### config.mk
export PLATFORM = sky130hd
export DESIGN_NAME = cpu0_oci_dct_packer
export DESIGN_NICKNAME = d
export VERILOG_FILES = /design/src/rtl/cpu0_oci_dct_packer.sv
export SDC_FILE = /design/constraint.sdc
export NUM_CORES = 1
export LEC_CHECK = 0
export ABC_AREA = 1
export CAP_MARGIN = 20
export CORE_MARGIN = 5
export CORE_UTILIZATION = 52
export CTS_CLUSTER_DIAMETER = 30
export DETAILED_ROUTE_END_ITERATION = 12
export PLACE_DENSITY = 0.7
export SYNTH_ARGS = -nofsm -noshare
export SYNTH_HDL_FRONTEND = slang
export SYNTH_SLANG_ARGS = --single-unit
### constraint.sdc
create_clock -name clk -period 6.8 [get_ports clk]
set_input_delay 1.02 -clock clk [delete_from_list [all_inputs] [get_ports clk]]
set_output_delay 1.02 -clock clk [all_outputs]
set_load 0.05 [all_outputs]
### src/rtl/cpu0_oci_dct_packer.sv
// rtl/cpu0_oci_dct_packer.sv - debug-trace frame packer with output word FIFO (optional CPU0_OCI_DCT_TIMESTAMP_EN adds word_ts)
module cpu0_oci_dct_packer #(
    parameter int FRAME_W         = 2,
    parameter int FRAMES_PER_WORD = 15,
    parameter int FIFO_DEPTH      = 8,
    localparam int WW = FRAME_W * FRAMES_PER_WORD,
    localparam int CW = $clog2(FRAMES_PER_WORD + 1),
    localparam int AW = $clog2(FIFO_DEPTH),
    localparam int LW = AW + 1
) (
    input  logic          clk,
    input  logic          reset,
    input  logic          frame_valid,
    input  logic [FRAME_W-1:0] frame_data,
    input  logic          flush,
    input  logic          clr_ovf,
    input  logic          word_ready,
    output logic          word_valid,
    output logic [WW-1:0] word_data,
    output logic [CW-1:0] word_count,
    output logic [LW-1:0] fifo_level,
`ifdef CPU0_OCI_DCT_TIMESTAMP_EN
    output logic [15:0]   word_ts,
`endif
    output logic          overflow
);

    logic [WW-1:0] slots;
    logic [CW-1:0] cnt;
    logic [WW-1:0] fill_slots;
    logic [CW-1:0] fill_cnt;
    logic          push;

    logic [WW-1:0] mem_data [FIFO_DEPTH];
    logic [CW-1:0] mem_cnt  [FIFO_DEPTH];
    logic [AW-1:0] wptr;
    logic [AW-1:0] rptr;
    logic [LW-1:0] level;
    logic          pop;
    logic          wr_en;
    logic          drop;

    // Slot image and frame count including this cycle's frame; decides whether a word leaves the packer now
    always_comb begin
        fill_slots = slots;
        fill_cnt   = cnt;
        if (frame_valid) begin
            for (int k = 0; k < FRAMES_PER_WORD; k++) begin
                if (cnt == CW'(k)) begin
                    fill_slots[k*FRAME_W +: FRAME_W] = frame_data;
                end
            end
            fill_cnt = cnt + CW'(1);
        end
        push = (fill_cnt == CW'(FRAMES_PER_WORD)) || (flush && (fill_cnt != '0));
    end

    // Packer state: restart at slot 0 with cleared slots whenever a word is handed to the FIFO
    always_ff @(posedge clk or posedge reset) begin
        if (reset) begin
            slots <= '0;
            cnt   <= '0;
        end else if (push) begin
            slots <= '0;
            cnt   <= '0;
        end else begin
            slots <= fill_slots;
            cnt   <= fill_cnt;
        end
    end

    // A full FIFO still takes a word when the head leaves in the same cycle; otherwise the new word is dropped
    always_comb begin
        pop   = (level != '0) && word_ready;
        wr_en = push && ((level != LW'(FIFO_DEPTH)) || pop);
        drop  = push && !wr_en;
    end

    // Word storage; contents only matter while counted by level, so no reset is needed
    always_ff @(posedge clk) begin
        if (wr_en) begin
            mem_data[wptr] <= fill_slots;
            mem_cnt[wptr]  <= fill_cnt;
        end
    end

    // FIFO pointers and occupancy; pointers wrap naturally at the power-of-two depth
    always_ff @(posedge clk or posedge reset) begin
        if (reset) begin
            wptr  <= '0;
            rptr  <= '0;
            level <= '0;
        end else begin
            if (wr_en) wptr <= wptr + AW'(1);
            if (pop)   rptr <= rptr + AW'(1);
            case ({wr_en, pop})
                2'b10:   level <= level + LW'(1);
                2'b01:   level <= level - LW'(1);
                default: level <= level;
            endcase
        end
    end

    // Sticky overflow; a drop in the same cycle as clr_ovf wins
    always_ff @(posedge clk or posedge reset) begin
        if (reset) begin
            overflow <= 1'b0;
        end else if (drop) begin
            overflow <= 1'b1;
        end else if (clr_ovf) begin
            overflow <= 1'b0;
        end
    end

    // Head word presented only while the FIFO holds something, so outputs read zero when empty
    always_comb begin
        word_valid = (level != '0);
        word_data  = word_valid ? mem_data[rptr] : '0;
        word_count = word_valid ? mem_cnt[rptr]  : '0;
        fifo_level = level;
    end

`ifdef CPU0_OCI_DCT_TIMESTAMP_EN
    logic [15:0] ts_cnt;
    logic [15:0] held_ts;
    logic [15:0] fill_ts;
    logic [15:0] mem_ts [FIFO_DEPTH];

    // Timestamp of a word is the cycle counter when its slot 0 is filled
    always_comb begin
        fill_ts = (frame_valid && (cnt == '0)) ? ts_cnt : held_ts;
    end

    // Free-running cycle counter and the stamp of the word being packed
    always_ff @(posedge clk or posedge reset) begin
        if (reset) begin
            ts_cnt  <= '0;
            held_ts <= '0;
        end else begin
            ts_cnt  <= ts_cnt + 16'd1;
            held_ts <= fill_ts;
        end
    end

    // Stamp travels through the FIFO next to its word
    always_ff @(posedge clk) begin
        if (wr_en) mem_ts[wptr] <= fill_ts;
    end

    // Head stamp, zero when empty
    always_comb begin
        word_ts = word_valid ? mem_ts[rptr] : '0;
    end
`endif

endmodule

==> impl_metrics.py, run 1 <==
metrics = {
    "die": {
        "rows": 57,
        "die_area_um2": 28200,
        "start_util": 0.531,
        "core_area_um2": 24400,
        "die_y_um": 168,
        "die_w_um": 168,
        "num_io_pins": 48,
    },
    "pwr": {
        "power.leakage_nw": 6.00,
        "cellPowerDensity_nw_per_um2": 547,
        "ir_worst_vdd_v": 0.000331,
    },
    "yosys": {
        "synth.distinct_cells": 30,
        "yosysSeqAreaShare": 0.718,
        "ys_ff_latch": 317,
        "yosys_warnings": 0,
        "syn_area_um2": 13000,
        "synth_fp_nets": 1124,
        "synth.avg_cell_area_um2": 11.7,
        "synthCells": 1107,
    },
    "sta": {
        "finalHoldViolCount": 0,
        "slew_headroom": 0.359,
        "clock.fmax_mhz": 193,
        "skew_ns": 0.0186,
        "fin_setup_tns_ns": 0,
        "setup_viol": 0,
        "worst_slack_ns": 1.61,
        "fin_crit_sh": 0.764,
        "worst_slew_pin_slew_ns": 0.959,
        "slew_viol_final": 0,
        "rsz0062_at_grt": "false",
        "finalCriticalPeriod_ns": 5.19,
    },
    "cts": {
        "cts_tree": "yes",
        "clockBufferDepth": 3,
        "clock_latency_ns": 0.55,
        "htreeDepth": 2,
        "cts_setup_buffers": 0,
        "cts_hold_buf": 0,
        "cts_resized": 0,
        "cts_sinks": 317,
        "cts-root-buf": "clkbuf_16",
        "numCtsBuffers": 55,
        "path_clk_slew_ns": 0.04,
    },
    "global_routing": {
        "grt_pass1_wl_um": 47500,
        "antenna_found_initial": 1,
        "grt.total_usage": 0.215,
        "grt_pass1_vias": 8648,
        "overflow": 0,
        "grt_max_degree": 89,
    },
    "layout": {
        "drive_gt1_frac": 0.121,
        "syn_to_final_growth_pct": 21.1,
        "n_antenna_cell": 0,
        "final_common_cell": "edfxtp_1",
        "nets": 1184,
        "final_cell_mix": "272 x edfxtp_1, 248 x nor2_1, 199 x o21ai_0",
    },
    "placed_design": {
        "port_buffers": 47,
        "hpwl_um": 15700,
        "place_ws_ns": 2.18,
        "gp_congestion": 0.796,
    },
    "route": {
        "viasPerCell": 5.59,
        "ant_nets": 0,
        "routedWlPerCell_um": 19.6,
        "vias": 8588,
        "route.detailed.drc": 0,
        "drt_iter0_markers": 908,
        "routed_wl_um": 30200,
        "firstDrtPassIters": 5,
    },
    "critical_path": {
        "cp_common_cell": "o21ai_0",
        "path_buf_inv": 3,
        "slowest_stage": "clkinv_2",
        "crit_path_end_kind": "output port",
        "required_ns": 5.78,
        "path_cells": "clkinv_2, buf_4, o21ai_0, o22ai_1, o21ai_0, a31oi_1, clkdlybuf4s50_1",
        "path_class": "register to output port",
        "worstPathArrival_ns": 4.17,
        "cpPeakStageDelay_ns": 0.89,
        "crit_family": "buffers and inverters",
        "start_kind": "register",
        "cp_max_fo": 69,
    },
    "min_path": {
        "hold_class": "register to register",
    },
    "run": {
        "maxCapViolCount": 0,
    },
    "status": {
        "outcome": "finished, final reports clean",
    },
}
[logic make-up (layout without fill, tap and decap cells)]
kind of cell	after synthesis	after routing	share of synthesized area
AND/OR/NAND/NOR	353	353	0.109
flip-flops	317	317	0.718
AO/OA/AOI/OAI	275	275	0.114
buffers and inverters	147	253	0.0458
adder cells (fa/ha/maj)	9	9	0.00927
XOR/XNOR	6	6	0.00464
[layer usage]
| metal | global-route usage | share of wire | wire length (um) | up-vias |
|---|---|---|---|---|
| li1 | - | - | - | 4002 |
| met1 | 0.296 | 0.43 | 12800 | 4231 |
| met2 | 0.359 | 0.49 | 14900 | 302 |
| met3 | 0.0380 | 0.062 | 1880 | 51 |
| met4 | 0.0550 | 0.018 | 551 | 2 |
| met5 | 0 | 0.00043 | 13 | - |
[state kept, by name, indices dropped and copies added (netlist names)]
name	cells
mem_data	240
mem_cnt	32
slots	30
cnt	4
fifo_level	4
rptr	3
wptr	3
overflow	1
[cell usage after synthesis (all sizes together)]
library cell | n | area share
nand2 | 83 | 0.026
or2 | 1 | 0.00068
fa | 1 | 0.0015
buf | 16 | 0.0078
xnor2 | 1 | 0.00068
a31oi | 34 | 0.016
nand4 | 2 | 0.00097
inv | 87 | 0.025
ha | 8 | 0.0077
o21ai | 204 | 0.079
xor2 | 5 | 0.0040
nor2 | 259 | 0.077
o22ai | 35 | 0.017
nand3 | 8 | 0.0039
a31o | 1 | 0.00068
edfxtp | 272 | 0.63
clkbuf | 44 | 0.013
dfrtp | 45 | 0.087
a21oi | 1 | 0.00068
[area by class of cell]
cell class / instances / area (um2)
clock buffer: 63 / 1480
clock inverter: 40 / 462
fill: 1818 / 8710
inverter: 87 / 328
multi-input combinational: 643 / 3110
sequential: 317 / 9300
tap: 324 / 405
timing repair buffer: 63 / 591
[worst paths after layout]
path / from / to / slack, ns / cells past startpoint
hold / removal: fifo_level[3] / fifo_level[3] / 0.51 / 2
setup reg to reg: cnt[0] / mem_data[3][6] / 3.43 / 11
hold reg to reg: fifo_level[3] / fifo_level[3] / 0.51 / 2
setup / recovery: rptr[0] / word_data[26] / 1.61 / 7
max in group asynchronous: reset / rptr[0] / 5.32 / 3
min in group asynchronous: reset / slots[18] / 0.95 / 3
[worst reg2reg max path, stage by stage (launching register included)]
cell     delay (ns)
dfrtp_1        0.43
inv_1          0.12
ha_1           0.31
nand2_1        0.07
o21ai_2        0.20
nand3_2        0.15
nand2_2        0.13
nand2_4        0.10
nor2_4         0.14
nand2_1        0.24
nor2_4         0.80
buf_4          0.38
[power by group]
group | internal [mW] | switching, mW
registers | 2.50 | 0.133
clock network | 1.87 | 0.954
logic | 0.879 | 2.23
[stage by stage]
stage | hold WS [ns] | instance area [um2] | power (mW) | instances | util
floorplan | 0.497 | 13000 | 4.78 | 1107 | -
CTS | 0.509 | 15700 | 8.61 | 1537 | 0.643
global placement | 0.493 | 13700 | 5.72 | 1434 | 0.563
finish | 0.508 | 15700 | 8.57 | 1537 | 0.643
global route | 0.566 | 15700 | 8.99 | 1537 | 0.643
detailed placement | 0.496 | 13700 | 5.77 | 1434 | 0.563
Power figures use the tool's default switching activity.
==> run 2, diff against run 1 <==
- clock period: 6.8 -> 5.35 ns (I/O delays scaled with it)
==> run 2 against run 1 <==
Global-route usage decreased by 0.22 points; routed wire length shrank 1.9%; critical path depth unchanged; clock skew is 0.012 ns lower; combinational power increased by 31%; worst setup slack got worse by 0.68 ns; critical path type unchanged; critical endpoint is now word_count[0].
==> impl_metrics.py, run 2 (synthesized netlist as in run 1, its figures left out) <==
metrics = {
    "layout": {
        "largest_reg_flops": 240,
        "reg_top3": "mem_data x240, mem_cnt x32, slots x30",
        "drive_gt1_frac": 0.118,
        "final_common_cell": "edfxtp_1",
        "n_antenna_cell": 0,
        "nets": 1185,
        "final_cell_mix": "272 x edfxtp_1, 248 x nor2_1, 199 x o21ai_0",
        "layout.filler_cells": 1788,
        "top_register": "mem_data",
        "syn_to_final_growth_pct": 21.3,
        "fin_cells": 1534,
    },
    "sta": {
        "fin_setup_tns_ns": 0,
        "finalCriticalPeriod_ns": 4.42,
        "rsz0062_at_grt": "false",
        "finalHoldViolCount": 0,
        "slew_headroom": 0.437,
        "worst_slew_pin_slew_ns": 0.844,
        "slew_viol_final": 0,
        "worst_slack_ns": 0.931,
        "skew_ns": 0.00694,
        "clock.fmax_mhz": 226,
        "fin_crit_sh": 0.826,
        "setup_viol": 0,
    },
    "route": {
        "vias": 8587,
        "ant_nets": 0,
        "viasPerCell": 5.60,
        "firstDrtPassIters": 4,
        "routed_wl_um": 29600,
        "routedWlPerCell_um": 19.3,
        "drt_iter0_markers": 922,
        "route.detailed.drc": 0,
    },
    "min_path": {
        "holdPathEnd": "fifo_level[3]",
        "holdPathStages": 2,
        "hold_class": "register to register",
        "worstHoldStart": "fifo_level[3]",
    },
    "pwr": {
        "power.leakage_nw": 5.98,
        "cellPowerDensity_nw_per_um2": 691,
        "ir_worst_vdd_v": 0.000578,
        "total_power_mw": 10.9,
    },
    "die": {
        "die_y_um": 168,
        "start_util": 0.531,
        "rows": 57,
        "core_area_um2": 24400,
        "die_w_um": 168,
        "num_io_pins": 48,
        "die_area_um2": 28200,
    },
    "critical_path": {
        "reg2reg_from": "cnt[0]",
        "cp_max_fo": 59,
        "rr_endpoint": "mem_data[4][4]",
        "reg2reg_depth": 12,
        "crit_path_end_kind": "output port",
        "start_kind": "register",
        "worstPathArrival_ns": 3.62,
        "r2r_slack_ns": 2.23,
        "path_class": "register to output port",
        "required_ns": 4.55,
    },
    "cts": {
        "path_clk_slew_ns": 0.04,
        "cts-root-buf": "clkbuf_16",
        "cts_hold_buf": 0,
        "clock_latency_ns": 0.55,
        "cts_resized": 0,
        "cts_sinks": 317,
        "cts_tree": "yes",
        "numCtsBuffers": 52,
        "clockBufferDepth": 3,
        "cts_setup_buffers": 0,
        "htreeDepth": 2,
    },
    "global_routing": {
        "grt.total_usage": 0.213,
        "grt_pass1_vias": 8700,
        "grt_pass1_wl_um": 47400,
        "overflow": 0,
        "antenna_found_initial": 0,
        "grt_max_degree": 138,
    },
    "placed_design": {
        "hpwl_um": 15800,
        "gp_congestion": 0.791,
        "port_buffers": 47,
        "place_ws_ns": 1.40,
        "dp.cells": 1438,
    },
    "status": {
        "outcome": "finished, final reports clean",
    },
    "run": {
        "maxCapViolCount": 0,
    },
}
-- run 2: changes by cell type in the layout (fill, tap and decap cells not counted) --
cell        previous run  this run
buf_12                 0         5
buf_4                 16        15
bufinv_16              8        10
clkbuf_1               3         4
clkbuf_16             57        54
clkbuf_8               3         0
clkinv_2              12         8
clkinv_4               5         2
clkinv_8               0         1
clkinvlp_4             6         9
inv_6                  8         5
inv_8                  0         2
-- run 2: how the worst max path moves through the flow --
stage / startpoint / to / slack [ns]
5_1_grt: rptr[0] / word_count[0] / 0.72
4_1_cts: rptr[0] / word_count[0] / 0.86
6_report: rptr[0] / word_count[0] / 0.93
3_3_place_gp: frame_valid / mem_data[6][23] / 1.42
2_1_floorplan: frame_valid / mem_cnt[1][0] / 1.78
3_5_place_dp: frame_valid / mem_data[6][23] / 1.40
-- run 2: per-stage QoR --
stage	utilization	hold WS (ns)	instance area, um2
final	0.644	0.508	15700
after global placement	0.567	0.507	13800
after global routing	0.644	0.551	15700
after floorplan	-	0.497	13000
after detailed placement	0.567	0.499	13800
after CTS	0.644	0.512	15700
-- run 2: final cells by class --
cell class | count | area [um2] | share of cell area
clock buffer | 58 | 1370 | 0.0870
clock inverter | 38 | 510 | 0.0325
inverter | 87 | 328 | 0.0209
multi-input combinational | 643 | 3110 | 0.198
sequential | 317 | 9300 | 0.592
tap | 324 | 405 | 0.0258
timing repair buffer | 67 | 683 | 0.0435
-- run 2: metal layers --
metal,vias to the layer above,part of all wire,track usage
li1,3993,-,-
met1,4209,0.42,0.289
met2,325,0.49,0.350
met3,60,0.066,0.0438
met4,0,0.024,0.0667
met5,-,0,0
-- run 2: power breakdown --
| group | leakage, nW | switching, mW | internal, mW |
|---|---|---|---|
| clock network | 0.893 | 1.17 | 2.34 |
| logic | 1.99 | 2.91 | 1.15 |
| registers | 3.10 | 0.106 | 3.18 |
-- run 2: critical path, cell delays in order (launching register included) --
cell	delay, ns
dfrtp_4	0.49
clkinv_2	0.55
buf_4	0.48
o21ai_0	0.13
o22ai_1	0.18
o21ai_0	0.10
a31oi_1	0.27
clkdlybuf4s50_1	0.86
==> run 3, diff against run 2 <==
- PLACE_DENSITY: 0.7 -> 0.72
- clock period: 5.35 -> 3.7 ns (I/O delays scaled with it)
==> run 3 against run 2 <==
Final cell count grew 0.65%; critical path depth shrank 1; routed wire length grew 1.2%; hold slack gained 0.0013 ns; power grew 44%; die area is the same; flip-flop and latch count is the same; critical path type unchanged.
==> impl_metrics.py, run 3 (synthesized netlist as in run 1, its figures left out) <==
metrics = {
    "route": {
        "firstDrtPassIters": 7,
        "routedWlPerCell_um": 19.4,
        "route.detailed.drc": 0,
        "ant_nets": 0,
        "drt_iter0_markers": 998,
        "viasPerCell": 5.57,
        "vias": 8598,
        "routed_wl_um": 30000,
    },
    "sta": {
        "finalCriticalPeriod_ns": 3.36,
        "slew_headroom": 0.375,
        "slew_viol_final": 0,
        "skew_ns": 0.0121,
        "fin_setup_tns_ns": 0,
        "fin_hold_ws_ns": 0.509,
        "setup_viol": 0,
        "fin_crit_sh": 0.907,
        "worst_slew_pin_slew_ns": 0.936,
        "finalHoldViolCount": 0,
        "clock.fmax_mhz": 298,
        "rsz0062_at_grt": "false",
    },
    "global_routing": {
        "grt_max_degree": 138,
        "grt.total_usage": 0.214,
        "overflow": 0,
        "grt_pass1_vias": 8619,
        "antenna_found_initial": 0,
        "grt_pass1_wl_um": 47700,
    },
    "die": {
        "die_w_um": 168,
        "die_area_um2": 28200,
        "die_y_um": 168,
        "num_io_pins": 48,
        "core_area_um2": 24400,
        "rows": 57,
        "start_util": 0.531,
    },
    "layout": {
        "largest_reg_flops": 240,
        "reg_top3": "mem_data x240, mem_cnt x32, slots x30",
        "drive_gt1_frac": 0.149,
        "layout.filler_cells": 1837,
        "final_cell_mix": "272 x edfxtp_1, 248 x nor2_1, 199 x o21ai_0",
        "nets": 1193,
        "final_common_cell": "edfxtp_1",
        "n_antenna_cell": 0,
        "syn_to_final_growth_pct": 20.6,
        "top_register": "mem_data",
    },
    "critical_path": {
        "start_kind": "register",
        "reg2reg_from": "cnt[0]",
        "required_ns": 3.14,
        "cp_max_fo": 69,
        "startpoint": "rptr[1]",
        "r2r_slack_ns": 0.92,
        "path_class": "register to output port",
        "worstPathArrival_ns": 2.80,
        "crit_path_end_kind": "output port",
    },
    "min_path": {
        "worstHoldStart": "fifo_level[3]",
        "hold_class": "register to register",
    },
    "run": {
        "maxCapViolCount": 0,
    },
    "status": {
        "outcome": "finished, final reports clean",
    },
    "pwr": {
        "power.leakage_nw": 6.03,
        "cellPowerDensity_nw_per_um2": 997,
        "ir_worst_vdd_v": 0.000553,
    },
    "cts": {
        "clockBufferDepth": 3,
        "path_clk_slew_ns": 0.04,
        "cts-root-buf": "clkbuf_16",
        "numCtsBuffers": 53,
        "cts_resized": 0,
        "cts_sinks": 317,
        "cts_setup_buffers": 0,
        "cts_tree": "yes",
        "htreeDepth": 2,
        "clock_latency_ns": 0.54,
        "cts_hold_buf": 0,
    },
    "placed_design": {
        "port_buffers": 47,
        "hpwl_um": 17500,
        "gp_congestion": 0.861,
    },
}
==> run 3: layout make-up <==
class	count	area, um2	area share
Clock buffer	59	1370	0.0876
Clock inverter	40	443	0.0284
Timing Repair Buffer	74	663	0.0425
Multi-Input combinational cell	643	3110	0.199
Sequential cell	317	9300	0.595
Tap cell	324	405	0.0260
Inverter	87	328	0.0210
==> run 3: power by group <==
part	switching, mW	internal, mW
Sequential	0.153	4.60
Combinational	4.35	1.58
Clock	1.67	3.22
==> run 3: final timing paths <==
check	endpoint	cells past startpoint
hold reg to reg	fifo_level[3]	2
setup reg to reg	mem_data[1][6]	11
max in group asynchronous	rptr[0]	2
setup / recovery	word_data[23]	6
min in group asynchronous	slots[16]	2
hold / removal	fifo_level[3]	2
==> run 3: per-layer routing <==
| metal | track usage | routed length (um) | up-vias |
|---|---|---|---|
| met5 | 0 | 0 | - |
| met4 | 0.0618 | 533 | 0 |
| met3 | 0.0563 | 2580 | 38 |
| met2 | 0.332 | 14100 | 328 |
| met1 | 0.302 | 12700 | 4213 |
| li1 | - | - | 4019 |
==> run 3: critical path, stage by stage (launching register included) <==
cell     delay, ns
dfrtp_2       0.35
buf_4         0.64
o21ai_0       0.20
o22ai_1       0.26
o21ai_1       0.11
a31oi_1       0.38
buf_4         0.28
==> run 3: through the flow <==
| step | power (mW) | cells | worst slack (ns) | cell area, um2 | utilization |
|---|---|---|---|---|---|
| 6_report | 15.6 | 1544 | 0.345 | 15600 | 0.640 |
| 2_1_floorplan | 8.79 | 1107 | 0.364 | 13000 | - |
| 3_3_place_gp | 10.6 | 1445 | 0.432 | 13800 | 0.566 |
| 5_1_grt | 16.4 | 1544 | 0.227 | 15600 | 0.640 |
| 3_5_place_dp | 10.7 | 1445 | 0.334 | 13800 | 0.566 |
| 4_1_cts | 15.7 | 1544 | 0.349 | 15600 | 0.640 |
